--- src/rtl/seq_pattern_gen_1001_1110.sv ---
// -----------------------------------------------------------------------------
// seq_pattern_gen_1001_1110
//
// Serial pattern transmitter feeding the 1001/1110 Mealy sequence detector.
// On an accepted start it shifts out 1001 (sel=0) or 1110 (sel=1), MSB first,
// one bit per clock, repeated repeat_n times (0 counts as 1). GAP_CYCLES idle
// cycles separate consecutive patterns. On bit0 of each pattern last_bit and
// exp_code flag the code the detector should report in that same cycle.
//
// Ports:
//   clk        clock, rising edge
//   rst_n      asynchronous active-low reset
//   start      request pulse, accepted only while busy=0
//   sel        pattern select (0: 1001, 1: 1110), sampled on accepted start
//   repeat_n   number of patterns to send (0 -> 1), sampled on accepted start
//   abort      synchronous cancel of a run in progress
//   out        serial data bit, 0 whenever out_valid=0
//   out_valid  out carries a pattern bit this cycle
//   busy       run in progress (SEND or GAP)
//   last_bit   high with bit0 of each pattern
//   exp_code   expected detector code while last_bit=1, else 0000
//   done       one-cycle pulse after the final bit of the final pattern
//   pat_cnt    patterns fully sent in the current/last run (saturating)
//
// All outputs are registered.
// -----------------------------------------------------------------------------
module seq_pattern_gen_1001_1110 #(
   parameter int unsigned CNT_W      = 4,
   parameter int unsigned GAP_CYCLES = 2
) (
   input  logic             clk,
   input  logic             rst_n,
   input  logic             start,
   input  logic             sel,
   input  logic [CNT_W-1:0] repeat_n,
   input  logic             abort,
   output logic             out,
   output logic             out_valid,
   output logic             busy,
   output logic             last_bit,
   output logic [3:0]       exp_code,
   output logic             done,
   output logic [CNT_W-1:0] pat_cnt
);

   typedef enum logic [1:0] {
      IDLE = 2'd0,
      SEND = 2'd1,
      GAP  = 2'd2,
      DONE = 2'd3
   } state_t;

   localparam logic [3:0]  PAT_1001 = 4'b1001;
   localparam logic [3:0]  PAT_1110 = 4'b1110;
   // Gap counter is loaded with GAP_CYCLES-1 and counts down to zero.
   localparam int unsigned GAP_M1   = (GAP_CYCLES > 0) ? GAP_CYCLES - 1 : 0;
   localparam logic [3:0]  GAP_LOAD = GAP_M1[3:0];

   state_t           state;
   logic             sel_q;     // latched pattern select
   logic [CNT_W-1:0] rem_q;     // patterns still to start after the current one
   logic [1:0]       idx_q;     // index of the bit currently on out
   logic [3:0]       gap_q;     // remaining gap cycles minus one

   logic [3:0]       pat_q;
   logic [1:0]       idx_nxt;
   logic [CNT_W-1:0] rep_eff;
   logic [CNT_W-1:0] cnt_inc;

   always_comb begin
      pat_q   = sel_q ? PAT_1110 : PAT_1001;
      idx_nxt = idx_q - 2'd1;
      rep_eff = (repeat_n == '0) ? CNT_W'(1) : repeat_n;
      cnt_inc = (pat_cnt == '1) ? pat_cnt : pat_cnt + CNT_W'(1);
   end

   always_ff @(posedge clk or negedge rst_n) begin
      if (!rst_n) begin
         state     <= IDLE;
         sel_q     <= 1'b0;
         rem_q     <= '0;
         idx_q     <= '0;
         gap_q     <= '0;
         out       <= 1'b0;
         out_valid <= 1'b0;
         busy      <= 1'b0;
         last_bit  <= 1'b0;
         exp_code  <= '0;
         done      <= 1'b0;
         pat_cnt   <= '0;
      end else begin
         unique case (state)
            // DONE behaves like IDLE for start acceptance since busy is low.
            IDLE, DONE: begin
               done <= 1'b0;
               if (start) begin
                  sel_q     <= sel;
                  rem_q     <= rep_eff - CNT_W'(1);
                  pat_cnt   <= '0;
                  idx_q     <= 2'd3;
                  // Both patterns begin with a 1.
                  out       <= 1'b1;
                  out_valid <= 1'b1;
                  busy      <= 1'b1;
                  last_bit  <= 1'b0;
                  exp_code  <= '0;
                  state     <= SEND;
               end else begin
                  state     <= IDLE;
               end
            end

            SEND: begin
               if (abort) begin
                  out       <= 1'b0;
                  out_valid <= 1'b0;
                  busy      <= 1'b0;
                  last_bit  <= 1'b0;
                  exp_code  <= '0;
                  state     <= IDLE;
               end else if (idx_q != 2'd0) begin
                  idx_q <= idx_nxt;
                  out   <= pat_q[idx_nxt];
                  if (idx_nxt == 2'd0) begin
                     last_bit <= 1'b1;
                     exp_code <= pat_q;
                     pat_cnt  <= cnt_inc;
                  end
               end else begin
                  last_bit <= 1'b0;
                  exp_code <= '0;
                  if (rem_q != '0) begin
                     rem_q <= rem_q - CNT_W'(1);
                     if (GAP_CYCLES == 0) begin
                        idx_q <= 2'd3;
                        out   <= pat_q[3];
                     end else begin
                        gap_q     <= GAP_LOAD;
                        out       <= 1'b0;
                        out_valid <= 1'b0;
                        state     <= GAP;
                     end
                  end else begin
                     out       <= 1'b0;
                     out_valid <= 1'b0;
                     busy      <= 1'b0;
                     done      <= 1'b1;
                     state     <= DONE;
                  end
               end
            end

            GAP: begin
               if (abort) begin
                  out       <= 1'b0;
                  out_valid <= 1'b0;
                  busy      <= 1'b0;
                  last_bit  <= 1'b0;
                  exp_code  <= '0;
                  state     <= IDLE;
               end else if (gap_q == 4'd0) begin
                  idx_q     <= 2'd3;
                  out       <= pat_q[3];
                  out_valid <= 1'b1;
                  state     <= SEND;
               end else begin
                  gap_q <= gap_q - 4'd1;
               end
            end

            default: state <= IDLE;
         endcase
      end
   end

endmodule

--- config.mk ---
export PLATFORM = sky130hd
export DESIGN_NAME = seq_pattern_gen_1001_1110
export DESIGN_NICKNAME = d
export VERILOG_FILES = /design/src/rtl/seq_pattern_gen_1001_1110.sv
export SDC_FILE = /design/constraint.sdc
export NUM_CORES = 1
export LEC_CHECK = 0
export BUFFER_PORTS_ARGS = -buffer_cell sky130_fd_sc_hd__buf_2
export CAP_MARGIN = 30
export CELL_PAD_IN_SITES_DETAIL_PLACEMENT = 0
export CELL_PAD_IN_SITES_GLOBAL_PLACEMENT = 1
export CORE_MARGIN = 2
export CORE_UTILIZATION = 39
export DETAILED_ROUTE_END_ITERATION = 7
export PLACE_DENSITY = 0.8
export SETUP_SLACK_MARGIN = 0.05
export SYNTH_ARGS = -nofsm -noshare
export SYNTH_HDL_FRONTEND = slang
export SYNTH_SLANG_ARGS = --single-unit
export TNS_END_PERCENT = 5
--- constraint.sdc ---
create_clock -name clk -period 2.1 [get_ports clk]
set_clock_uncertainty 0.2 [all_clocks]
set_input_delay 0.42 -clock clk [delete_from_list [all_inputs] [get_ports clk]]
set_output_delay 0.42 -clock clk [all_outputs]
set_load 0.05 [all_outputs]
==> flow_summary.ini <==
[run_status]
status = completed

[finish]
nets = 222
drive_gt1_share_pct = 34.5
syn_to_final_growth_pct = 27.9
nFillCells = 352
antennaDiodeCount = 0
multi_input_area_sq_um = 973
fin_area_sq_mm = 0.00202
regArea_sq_um = 602
final_cell_mix = dfrtp_1 (23), buf_4 (23), buf_2 (21)

[detailed_routing]
firstDrtPassIters = 4
drtIter0Drc = 43
wire_per_inst_um = 14.7
drcViolationCount = 0
ant_nets = 0
dr_total_vias = 1338
wl_um = 3720
viasPerCell = 5.29

[synth]
synth_flop_cell = dfrtp_1
netlist_instances = 162
synth.distinct_cells = 49
syn-cell-area_sq_mm = 0.00158
yosysWarningCount = 0
synth_seq_cells = 24
synthArstFlopShare_pct = 100
syn-mean-instance-area_sq_um = 9.75
syn_nets = 180
ys_seq_area_share_pct = 38.0
synth-edff-count = 0

[global_route]
grt_pass1_vias = 1432
grt_max_degree = 25
grt_pass1_wl_um = 6280
groute.usage.overall_pct = 18.2
antenna_found_initial = 0
overflow = 0

[worst_setup_path]
cp.required_ns = 2.05
start_kind = flip-flop
worstPathCellList = ha_4 > buf_4 > and3b_1 > o2bb2ai_2 > buf_4 > nor4_1 > a2111o_1
crit_path_end_kind = flip-flop
crit_top_cell = buf_4
crit_type = reg2reg
startpoint = state[0]
reg2reg_from = state[0]
cp_max_fo = 6
crit_buf_inv = 2
cpMaxStageDelayCell = dfrtp_1
crit_cells = 7
crit_family = compound AO/OA/AOI/OAI gates
slowest_delay_ns = 0.43
cp.arrival_ns = 1.97
reg2reg_depth = 7

[sta]
timing.final.crit_period_ns = 2.01
hold_viol_final = 0
fmax_mhz = 497
rsz0062_at_grt = true
setup_viol = 0
tightest_slew_ns = 0.567
drv_slew = 0
slew_headroom_pct = 62.2
whs_ns = 0.197
min_period_over_period_pct = 95.8

[power_and_ir_drop]
p_leak_nw = 0.946
power.total_mw = 2.59
p_per_area_mw_per_mm2 = 1280
ir_worst_vdd_uv = 661

[floorplan]
start_util_pct = 40.1
io_pins = 22
fp.coreArea_sq_mm = 0.00394
core.rowCount = 23
die_area_sq_mm = 0.00457
die_y_um = 67.6
dieWidth_um = 67.6

[clocking]
worst_skew_pair.late_latency_ns = 0.26
h-tree-depth = 1
cts_tree = done
path_clk_slew_ns = 0.08
cts.sinks = 24
cts_root_buf = clkbuf_8
numCtsBuffers = 3
cts_max_path_buffers = 2

[min_path]
hold_depth = 2
hold_path_class = in2reg
min_from = sel

[placement]
gp_congestion = 0.784
port_buffers = 21
place_area_sq_mm = 0.00186
dp_hpwl_um = 2810

[job]
drv_cap = 0
## registers in the layout, summed over array words and instances (netlist names)
| signal | count |
|---|---|
| sel_q | 1 |
| rem_q | 4 |
| pat_cnt | 4 |
| state | 2 |
| exp_code | 2 |
| last_bit | 1 |
| out | 1 |
| done | 1 |
| out_valid | 1 |
| busy | 1 |
| gap_q | 4 |
| idx_q | 2 |
## synthesized netlist by cell type, types with 2 or more instances
| cell type | count | area share [%] |
|---|---|---|
| dfrtp_1 | 24 | 38 |
| nand2_1 | 14 | 3.3 |
| a21oi_1 | 11 | 3.5 |
| inv_1 | 10 | 2.4 |
| ha_1 | 9 | 7.1 |
| mux2i_1 | 8 | 5.1 |
| nor2_1 | 8 | 1.9 |
| nand3_1 | 6 | 1.9 |
| nand2b_1 | 5 | 2.0 |
| o21ai_0 | 5 | 1.6 |
| nor3_1 | 4 | 1.3 |
| a31oi_1 | 3 | 1.2 |
| buf_2 | 3 | 0.95 |
| buf_4 | 3 | 1.4 |
| mux2_2 | 3 | 2.1 |
| nor2b_1 | 3 | 1.2 |
| o21ai_1 | 3 | 0.95 |
| a22o_1 | 2 | 1.1 |
| and3_1 | 2 | 0.79 |
| mux2_1 | 2 | 1.4 |
| mux2_4 | 2 | 1.9 |
| nand4_1 | 2 | 0.79 |
| nor4_1 | 2 | 0.79 |
| o2bb2ai_1 | 2 | 1.1 |
| or3b_1 | 2 | 1.1 |
## cells by family (layout without fill, tap and decap cells)
logic type	count (synthesis)	count (layout)	synth area share (%)
AND/OR/NAND/NOR	57	57	22.0
flip-flops	24	24	38.0
AO/OA/AOI/OAI	37	37	15.8
adder cells (fa/ha/maj)	9	9	7.13
multiplexers	15	15	10.5
XOR/XNOR	1	1	0.555
buffers and inverters	19	60	5.94
## final timing paths
kind | to | slack [ns]
worst min register to register | exp_code[0] | 0.28
min in group asynchronous | rem_q[0] | 0.48
max in group asynchronous | pat_cnt[0] | 0.82
worst max register to register | rem_q[2] | 0.09
worst max-delay path | rem_q[2] | 0.09
worst min-delay path | sel_q | 0.20
## layer usage
| layer | GRT usage, % | part of all wire, % | up-vias |
|---|---|---|---|
| met5 | 0 | 0 | - |
| met2 | 32.4 | 52 | 19 |
| met4 | 5.87 | 0.83 | 0 |
| li1 | - | - | 663 |
| met3 | 2.83 | 1.8 | 4 |
| met1 | 22.2 | 45 | 652 |
## area by class of cell
class	count	area share, %
Clock buffer	4	2.23
Timing Repair Buffer	46	14.8
Tap cell	50	3.10
Sequential cell	24	29.8
Multi-Input combinational cell	119	48.2
Inverter	10	1.86
## what timing repair did
item / in CTS / in global routing
hold buffers: 1 / 0
setup buffers: 4 / 0
hold endpoints to repair: 24 / 0
resized for setup: 8 / 5
pin swaps: 5 / 2
endpoints found under the setup margin: 6 / 5
## where the power goes
group	switching (mW)	internal [mW]	total, mW
sequential	0.150	0.606	0.755
combinational	0.827	0.728	1.55
clock	0.140	0.135	0.276
## per-stage QoR
| step | setup slack, ns | utilization, % | setup TNS [ns] | std cells |
|---|---|---|---|---|
| 5_1_grt | -0.00348 | 51.2 | -0.00348 | 253 |
| 3_5_place_dp | -0.0308 | 47.2 | -0.0460 | 244 |
| 4_1_cts | 0.0428 | 50.4 | 0 | 253 |
| 6_report | 0.0878 | 51.2 | 0 | 253 |
| 3_3_place_gp | -0.0285 | 47.2 | -0.0285 | 244 |
| 2_1_floorplan | 0.00528 | - | 0 | 162 |
No activity file was read; power rests on OpenSTA's default activity.
